$ cat config.mk
export PLATFORM = sky130hd
export DESIGN_NAME = cmp_triple_classifier_flat
export DESIGN_NICKNAME = d
export VERILOG_FILES = /design/src/rtl/cmp_triple_classifier_pkg.sv /design/src/rtl/cmp_triple_classifier_if.sv /design/src/rtl/cmp_triple_classifier_sat_cnt.sv /design/src/rtl/cmp_triple_classifier.sv /design/src/flat_wrapper.sv
export SDC_FILE = /design/constraint.sdc
export NUM_CORES = 1
export LEC_CHECK = 0
export ABC_AREA = 1
export CAP_MARGIN = 20
export CORE_UTILIZATION = 28
export CTS_BUF_LIST = sky130_fd_sc_hd__clkbuf_4 sky130_fd_sc_hd__clkbuf_8
export DETAILED_ROUTE_END_ITERATION = 10
export GPL_TIMING_DRIVEN = 0
export SLEW_MARGIN = 5
export SYNTH_ARGS = -nofsm -noshare
export SYNTH_HDL_FRONTEND = slang
export SYNTH_SLANG_ARGS = --single-unit
$ cat constraint.sdc
create_clock -name clk -period 1.6 [get_ports clk]
set_input_delay 0.24 -clock clk [delete_from_list [all_inputs] [get_ports clk]]
set_output_delay 0.24 -clock clk [all_outputs]
set_load 0.02 [all_outputs]
$ cat src/rtl/cmp_triple_classifier_pkg.sv
// Shared types and the priority-if classification rule for cmp_triple_classifier.
// The optional overlap reporting is enabled with CLASS_OVERLAP_ERR_EN.
package cmp_class_pkg;

    localparam int DEF_W    = 4;
    localparam int DEF_CW   = 8;
    localparam int CMP_MAXW = 32;

    typedef enum logic [1:0] {
        CLS_NONE   = 2'd0,
        CLS_A_LT_B = 2'd1,
        CLS_A_LT_C = 2'd2
    } cls_e;

    // Operands are zero-extended by the caller so one function serves any W up to CMP_MAXW.
    function automatic cls_e classify(input logic [CMP_MAXW-1:0] a,
                                      input logic [CMP_MAXW-1:0] b,
                                      input logic [CMP_MAXW-1:0] c);
        if (a < b)
            return CLS_A_LT_B;
        else if (a < c)
            return CLS_A_LT_C;
        else
            return CLS_NONE;
    endfunction

endpackage

$ cat src/rtl/cmp_triple_classifier_if.sv
// Operand-in / class-out handshake bundle for cmp_triple_classifier.
// out_overlap exists only when CLASS_OVERLAP_ERR_EN is defined.
interface cmp_triple_classifier_if #(parameter int W = 4);

    logic         in_valid;
    logic         in_ready;
    logic [W-1:0] a;
    logic [W-1:0] b;
    logic [W-1:0] c;
    logic         out_valid;
    logic         out_ready;
    logic [1:0]   out_class;
`ifdef CLASS_OVERLAP_ERR_EN
    logic         out_overlap;
`endif

    modport master (
        output in_valid, a, b, c, out_ready,
        input  in_ready, out_valid, out_class
`ifdef CLASS_OVERLAP_ERR_EN
        , input out_overlap
`endif
    );

    modport slave (
        input  in_valid, a, b, c, out_ready,
        output in_ready, out_valid, out_class
`ifdef CLASS_OVERLAP_ERR_EN
        , output out_overlap
`endif
    );

endinterface

$ cat src/rtl/cmp_triple_classifier_sat_cnt.sv
// Saturating up-counter; a clear in the same cycle as an increment wins.
module sat_cnt #(
    parameter int CW = 8
) (
    input  logic          clk,
    input  logic          rst_n,
    input  logic          inc,
    input  logic          clr,
    output logic [CW-1:0] q
);

    always_ff @(posedge clk or negedge rst_n) begin
        if (!rst_n)
            q <= '0;
        else if (clr)
            q <= '0;
        else if (inc && (q != '1))
            q <= q + CW'(1);
    end

endmodule

$ cat src/rtl/cmp_triple_classifier.sv
// Two-stage back-pressurable classifier of (a,b,c) triples with saturating per-class counts.
// Define CLASS_OVERLAP_ERR_EN to add out_overlap and the err_sticky flag.
module cmp_triple_classifier
    import cmp_class_pkg::*;
#(
    parameter int W  = DEF_W,
    parameter int CW = DEF_CW
) (
    input  logic                    clk,
    input  logic                    rst_n,
    cmp_triple_classifier_if.slave  bus,
    input  logic                    clr_cnt,
    output logic [CW-1:0]           cnt_ab,
    output logic [CW-1:0]           cnt_ac,
    output logic [CW-1:0]           cnt_none
`ifdef CLASS_OVERLAP_ERR_EN
    ,
    output logic                    err_sticky
`endif
);

    logic         s1_valid;
    logic [W-1:0] s1_a;
    logic [W-1:0] s1_b;
    logic [W-1:0] s1_c;
    cls_e         s1_cls;
    logic         out_valid_q;
    cls_e         cls_q;
    logic         s2_adv;
    logic         s1_adv;
    logic         out_hs;

    // Each stage may load when it is empty or its contents leave this cycle.
    assign s2_adv       = !out_valid_q || bus.out_ready;
    assign s1_adv       = !s1_valid || s2_adv;
    assign bus.in_ready = s1_adv;
    assign out_hs       = out_valid_q && bus.out_ready;

    assign s1_cls = classify(CMP_MAXW'(s1_a), CMP_MAXW'(s1_b), CMP_MAXW'(s1_c));

    always_ff @(posedge clk or negedge rst_n) begin
        if (!rst_n) begin
            s1_valid <= 1'b0;
            s1_a     <= '0;
            s1_b     <= '0;
            s1_c     <= '0;
        end else if (s1_adv) begin
            s1_valid <= bus.in_valid;
            if (bus.in_valid) begin
                s1_a <= bus.a;
                s1_b <= bus.b;
                s1_c <= bus.c;
            end
        end
    end

    always_ff @(posedge clk or negedge rst_n) begin
        if (!rst_n) begin
            out_valid_q <= 1'b0;
            cls_q       <= CLS_NONE;
        end else if (s2_adv) begin
            out_valid_q <= s1_valid;
            if (s1_valid)
                cls_q <= s1_cls;
        end
    end

    assign bus.out_valid = out_valid_q;
    assign bus.out_class = cls_q;

`ifdef CLASS_OVERLAP_ERR_EN
    logic ovl_q;

    always_ff @(posedge clk or negedge rst_n) begin
        if (!rst_n)
            ovl_q <= 1'b0;
        else if (s2_adv && s1_valid)
            ovl_q <= (s1_a < s1_b) && (s1_a < s1_c);
    end

    // Sticky until cleared; a clear in the same cycle as a new overlap wins.
    always_ff @(posedge clk or negedge rst_n) begin
        if (!rst_n)
            err_sticky <= 1'b0;
        else if (clr_cnt)
            err_sticky <= 1'b0;
        else if (out_hs && ovl_q)
            err_sticky <= 1'b1;
    end

    assign bus.out_overlap = ovl_q;
`endif

    sat_cnt #(.CW(CW)) u_cnt_ab (
        .clk   (clk),
        .rst_n (rst_n),
        .inc   (out_hs && (cls_q == CLS_A_LT_B)),
        .clr   (clr_cnt),
        .q     (cnt_ab)
    );

    sat_cnt #(.CW(CW)) u_cnt_ac (
        .clk   (clk),
        .rst_n (rst_n),
        .inc   (out_hs && (cls_q == CLS_A_LT_C)),
        .clr   (clr_cnt),
        .q     (cnt_ac)
    );

    sat_cnt #(.CW(CW)) u_cnt_none (
        .clk   (clk),
        .rst_n (rst_n),
        .inc   (out_hs && (cls_q == CLS_NONE)),
        .clr   (clr_cnt),
        .q     (cnt_none)
    );

endmodule

$ cat src/flat_wrapper.sv
// flat-port wrapper written by rule: the top's interface ports become plain ports
module cmp_triple_classifier_flat import cmp_class_pkg::*;
#(
    parameter int W  = DEF_W,
    parameter int CW = DEF_CW
)
  (clk, rst_n, clr_cnt, cnt_ab, cnt_ac, cnt_none, bus_in_valid, bus_a, bus_b, bus_c, bus_out_ready, bus_in_ready, bus_out_valid, bus_out_class);
  cmp_triple_classifier_if #(.W(W)) bus_i ();
  input  logic clk;
  input  logic rst_n;
  input  logic clr_cnt;
  output logic [CW-1:0] cnt_ab;
  output logic [CW-1:0] cnt_ac;
  output logic [CW-1:0] cnt_none;
  input wire logic [$bits(bus_i.in_valid)-1:0] bus_in_valid;
  input wire logic [$bits(bus_i.a)-1:0] bus_a;
  input wire logic [$bits(bus_i.b)-1:0] bus_b;
  input wire logic [$bits(bus_i.c)-1:0] bus_c;
  input wire logic [$bits(bus_i.out_ready)-1:0] bus_out_ready;
  output wire logic [$bits(bus_i.in_ready)-1:0] bus_in_ready;
  output wire logic [$bits(bus_i.out_valid)-1:0] bus_out_valid;
  output wire logic [$bits(bus_i.out_class)-1:0] bus_out_class;
  assign bus_i.in_valid = bus_in_valid;
  assign bus_i.a = bus_a;
  assign bus_i.b = bus_b;
  assign bus_i.c = bus_c;
  assign bus_i.out_ready = bus_out_ready;
  assign bus_in_ready = bus_i.in_ready;
  assign bus_out_valid = bus_i.out_valid;
  assign bus_out_class = bus_i.out_class;
  cmp_triple_classifier #(.W(W), .CW(CW)) u_core (.clk(clk), .rst_n(rst_n), .bus(bus_i), .clr_cnt(clr_cnt), .cnt_ab(cnt_ab), .cnt_ac(cnt_ac), .cnt_none(cnt_none));
endmodule
# Word level (Yosys, flattened, before mapping)

Cells that the tools add are included.

Register bits: 40
Latch bits: 0
Bits in writable memories: 0
Memory bits (read-only): 0
Input bits: 17
Output and inout port bits: 28
Word-level logic and storage cells: 44
Memories: 0

Add/subtract/negate cells: 3
Multiply operators: 0
Div/mod/pow operators: 0
Order comparisons: 2
Eq/ne operators: 5
Shift operators: 0
Multiplexer cells: 8
Bitwise logic cells: 0
Reduce and logical (&&, ||, !) cells: 17

Operators with widths:

| kind                  | count |
|---|---|
| $mux W8               | 6 |
| $add A8 B1 Y8 const B | 3 |
| $ne A8 B8 Y1 const B  | 3 |
| $lt A4 B4 Y1          | 2 |
| $logic_and A1 B1 Y1   | 7 |
| $reduce_bool A2 Y1    | 3 |
| $mux W2               | 2 |
| $reduce_and A2 Y1     | 2 |
| $eq A2 B1 Y1 const B  | 1 |
| $eq A2 B2 Y1 const B  | 1 |
| $logic_not A1 Y1      | 2 |
| $logic_not A2 Y1      | 1 |
| $logic_or A1 B1 Y1    | 2 |

# Depth between registers and ports, before layout

Depth after elaboration: 5
Depth in mapped cells: 9
Mapped depth without buffers: 9

# Hierarchy

From an unflattened synthesis, not the netlist that was laid out.

Cells, all modules: 320
Area, all modules: 2386.0 µm²

Modules (own cells, without submodules):

| module                | instances | cells each | area an instance (µm²) | seq. area each (µm²) |
|---|---|---|---|---|
| sat_cnt               | 3         | 74         | 511.7                  | 200.2 |
| cmp_triple_classifier | 1         | 98         | 850.8                  | 400.4 |

# Worst setup path after synthesis

Ideal clock, no wire load.

Path kind: flip-flop to flip-flop
Start: reg u_core.u_cnt_ab.q[0]
End: reg u_core.u_cnt_ab.q[6]
Library setup time: 0.117 ns
Data arrival time: 1.276 ns
Required time: 1.483 ns
Slack: 0.206 ns
Stages on the path, launching flop included: 9
Path buffers: 0
Period minus slack after synthesis: 1.394 ns
Cells stage by stage: dfrtp_1 -> ha_1 -> nand2_1 -> nor2_2 -> nand2_2 -> nand3_4 -> nor2_2 -> nand2_1 -> nand2_1

Word-level cells in the longest chain between the ends: 3
Elaborated cells on any way between the ends: 6
Those cells by class: 1 x add/sub; 1 x eq/ne; 2 x mux; 2 x reduce/logical

Ends and longest elaborated chain:

| what                                           | RTL line                                                                 | RTL |
|---|---|---|
| start: declaration                             | cmp_triple_classifier_sat_cnt.sv:9                                       | `output logic [CW-1:0] q` |
| start signal: assignment                       | cmp_triple_classifier_sat_cnt.sv:18                                      | `q <= q + CW'(1);` |
| $add A8 B1 Y8 or $ne A8 B8 Y1 (tied branches)  | cmp_triple_classifier_sat_cnt.sv:18, cmp_triple_classifier_sat_cnt.sv:17 |  |
| $mux W8 or $logic_and A1 B1 Y1 (tied branches) | cmp_triple_classifier_sat_cnt.sv:17                                      | `else if (inc && (q != '1))` |
| $mux W8 or $reduce_bool A2 Y1 (tied branches)  | -                                                                        |  |

Several ways; a longest one is shown, not always the timed one. The select of a mux whose other input is x is not followed.
A chain may end at the register's enable or synchronous reset.

# Final worst setup path

Start: reg u_core.u_cnt_ab.q[0]
End: out cnt_ab[0]

RTL lines:

| what             | RTL line           | RTL |
|---|---|---|
| end: declaration | flat_wrapper.sv:12 | `output logic [CW-1:0] cnt_ab;` |

No word-level cell between the ends.

==> results_dict.tcl <==
set metrics [dict create \
    status "complete, no violations" \
    grt_pass1_wl_um 8880 \
    syn_to_final_growth_pct 30.0 \
    cpLargestDelayFamily "buffers and inverters" \
    diodes 0 \
    syn_area_um2 2340 \
    die_h_um 93.3 \
    tightestPinTransition_ns 0.367 \
    layout_setup_ws_ns 0.0340 \
    ys_ff_latch 40 \
    nNetsFinal 384 \
    max_slew_margin_pct 75.5 \
    final_util_pct 38.5 \
    period_needed_ns 1.57 \
    final-setup-viol-count 0 \
    met1_usage_pct 16.9 \
    io_pins 45 \
    grt_util_met3_pct 3.58 \
    core_area_um2 7890 \
    synth_cells 305 \
    yosys_most_used_dff "dfrtp_1" \
    hold_path.class "primary input to async pin" \
    wirelength_um 4960 \
    overflow 0 \
    endpoint_kind "primary output" \
    maxCapViolCount 0 \
    final_cells 460 \
    worst-path-buf-inv 1 \
    critPathSlowestCell "clkdlybuf4s50_1" \
    power.leakage_nw 1.79 \
    clock_latency_ns 0.29 \
    cp.arrival_ns 1.33 \
    path_class "register to primary output" \
    top_usage_layer "met2" \
    vias_per_cell 4.35 \
    critPathMaxFanout 5 \
    crit_required_ns 1.36 \
    finalSetupTns_ns 0 \
    p_per_area_nw_per_um2 802 \
    use_met2_pct 21.1 \
    cp-start-kind "register" \
    yosysMostFrequentCell "nand2_1" \
    yosys.area.top_type "dfrtp_1" \
    cp_slowest_stage_delay_ns 0.63 \
    drt_iter0_markers 61 \
    gp_congestion 0.824 \
    numCtsBuffers 5 \
    synth_commonest_cells "nand2_1 (96), dfrtp_1 (40), nor2_1 (36)" \
    netlist.area_leader.share_pct 42.8 \
    clk_pin_slew_ns 0.08 \
    htree_levels 2 \
    die_w_um 93.3 \
    hold_violations 0 \
    dp_cells 452 \
    skew_ns 0.00567 \
    slew_violations 0 \
    numClockSinks 40 \
    ant_nets 0 \
    avgRoutedWirePerCell_um 10.8 \
    ir_drop_mv 0.320 \
    cts_buffer_depth 2 \
    finalCritPeriodShare_pct 97.9 \
    cts_tree "built" \
    root_buffer "clkbuf_8" \
    crit_chain "clkdlybuf4s50_1" \
    synthArstFlopShare_pct 100 \
    grt_pass1_vias 1968 \
    via_count 2003 \
    fp.dieArea_um2 8710 \
    post-route-drc-count 0 \
    synth_edf_count 0 \
    pre_cts_slack_ns -0.231 \
    ys_seq_area_share_pct 42.8 \
    clock.fmax_ghz 0.639 \
    synth_nets 331 \
    grt_max_degree 29 \
    start_util_pct 29.6 \
    grt_usage_pct 12.8 \
    rsz0062_at_grt "false" \
    yosysWarnings 0 \
    synth_area_per_cell_um2 7.66 \
    synth_cell_types 29 \
    rows 32 \
    post_cts_buffers 0 \
    drive_gt1_share_pct 10.6 \
    port_buffers 44 \
    drt_pass1_iterations 4 \
    antenna_found_initial 0 \
    dp_hpwl_um 3790 \
    synth.area.top_cells "dfrtp_1 (43%), nand2_1 (15%), nand3_1 (6.2%)" \
]
-- report_power, final --
group / leakage (nW) / internal (W) / total [W] / switching, W
Clock: 0.0400 / 0.000296 / 0.000655 / 0.000360
Combinational: 1.23 / 0.000236 / 0.000585 / 0.000349
Sequential: 0.520 / 0.00110 / 0.00120 / 0.0000941
Total: 1.79 / 0.00163 / 0.00244 / 0.000803
-- final timing paths --
kind / from / end / slack, ns / cells past startpoint
setup / recovery: u_core.u_cnt_ab.q[0] / cnt_ab[0] / 0.03 / 1
hold / removal: rst_n / u_core.u_cnt_ab.q[5] / 0.37 / 2
setup reg to reg: u_core.u_cnt_ab.q[0] / u_core.u_cnt_ab.q[6] / 0.17 / 8
hold reg to reg: u_core.s1_c[0] / u_core.s1_c[0] / 0.48 / 2
max in group asynchronous: rst_n / u_core.bus.out_class[0] / 0.77 / 3
min in group clk: u_core.s1_c[0] / u_core.s1_c[0] / 0.48 / 2
-- sequential cells by signal, summed over array words and instances (netlist names) --
| register | count |
|---|---|
| u_core.u_cnt_ac.q | 8 |
| u_core.bus.out_valid | 1 |
| u_core.s1_valid | 1 |
| u_core.u_cnt_none.q | 8 |
| u_core.s1_c | 4 |
| u_core.s1_a | 4 |
| u_core.u_cnt_ab.q | 8 |
| u_core.bus.out_class | 2 |
| u_core.s1_b | 4 |
-- logic make-up (layout without fill, tap and decap cells) --
kind of cell / Yosys count / count (layout) / synth area share (%)
xor+xnor: 5 / 5 / 1.87
fa+ha+maj: 9 / 9 / 4.82
compound gates: 20 / 20 / 5.25
simple gates: 189 / 189 / 37.1
flops: 40 / 40 / 42.8
buf+inv: 42 / 95 / 8.14
-- cell usage in the layout, fill, tap and decap left out, types with 2 or more instances in the layout --
cell             instances
o21bai_1                 2
nor2_4                   2
dlygate4sd2_1            7
nand2_2                  5
buf_2                    2
nor2_1                  36
o21ai_1                  2
nor2_2                   4
o21ai_0                  2
dlymetal6s2s_1          14
nand4_1                  2
inv_1                   33
nand2_4                  3
nand3_1                 29
ha_1                     9
nand3b_1                 7
nor3_1                   2
nand2_1                 96
dfrtp_1                 39
a21oi_1                 11
clkbuf_8                 5
buf_6                    3
xor2_1                   5
inv_2                    3
clkdlybuf4s50_1         21
-- per-stage QoR --
stage / cell area, µm² / hold WS, ns / total power, W
finish: 3040 / 0.373 / 0.00244
global route: 3040 / 0.397 / 0.00261
global placement: 2900 / 0.458 / 0.00181
CTS: 3000 / 0.388 / 0.00247
floorplan: 2340 / -0.0556 / 0.00157
detailed placement: 2920 / 0.158 / 0.00183
-- layer usage --
metal	vias to the layer above	routed length, µm
li1	1063	-
met1	899	2470
met2	38	2230
met3	3	253
met4	0	12
met5	-	0
-- cell type report --
class | count | area [µm²]
plain buffers | 5 | 46.3
well taps | 102 | 128
flip-flops and latches | 40 | 1000
multi-input cells | 223 | 1140
clock buffers | 5 | 68.8
fillers | 809 | 4850
repair buffers | 46 | 492
clock inverters | 2 | 12.5
inverters | 37 | 144
-- timing repair --
item / in CTS / in global routing
resized for setup: 9 / 15
hold endpoints to repair: 12 / 0
setup endpoints to repair: 8 / 15
hold buffers: 1 / 0
(Power assumes the default switching activity.)
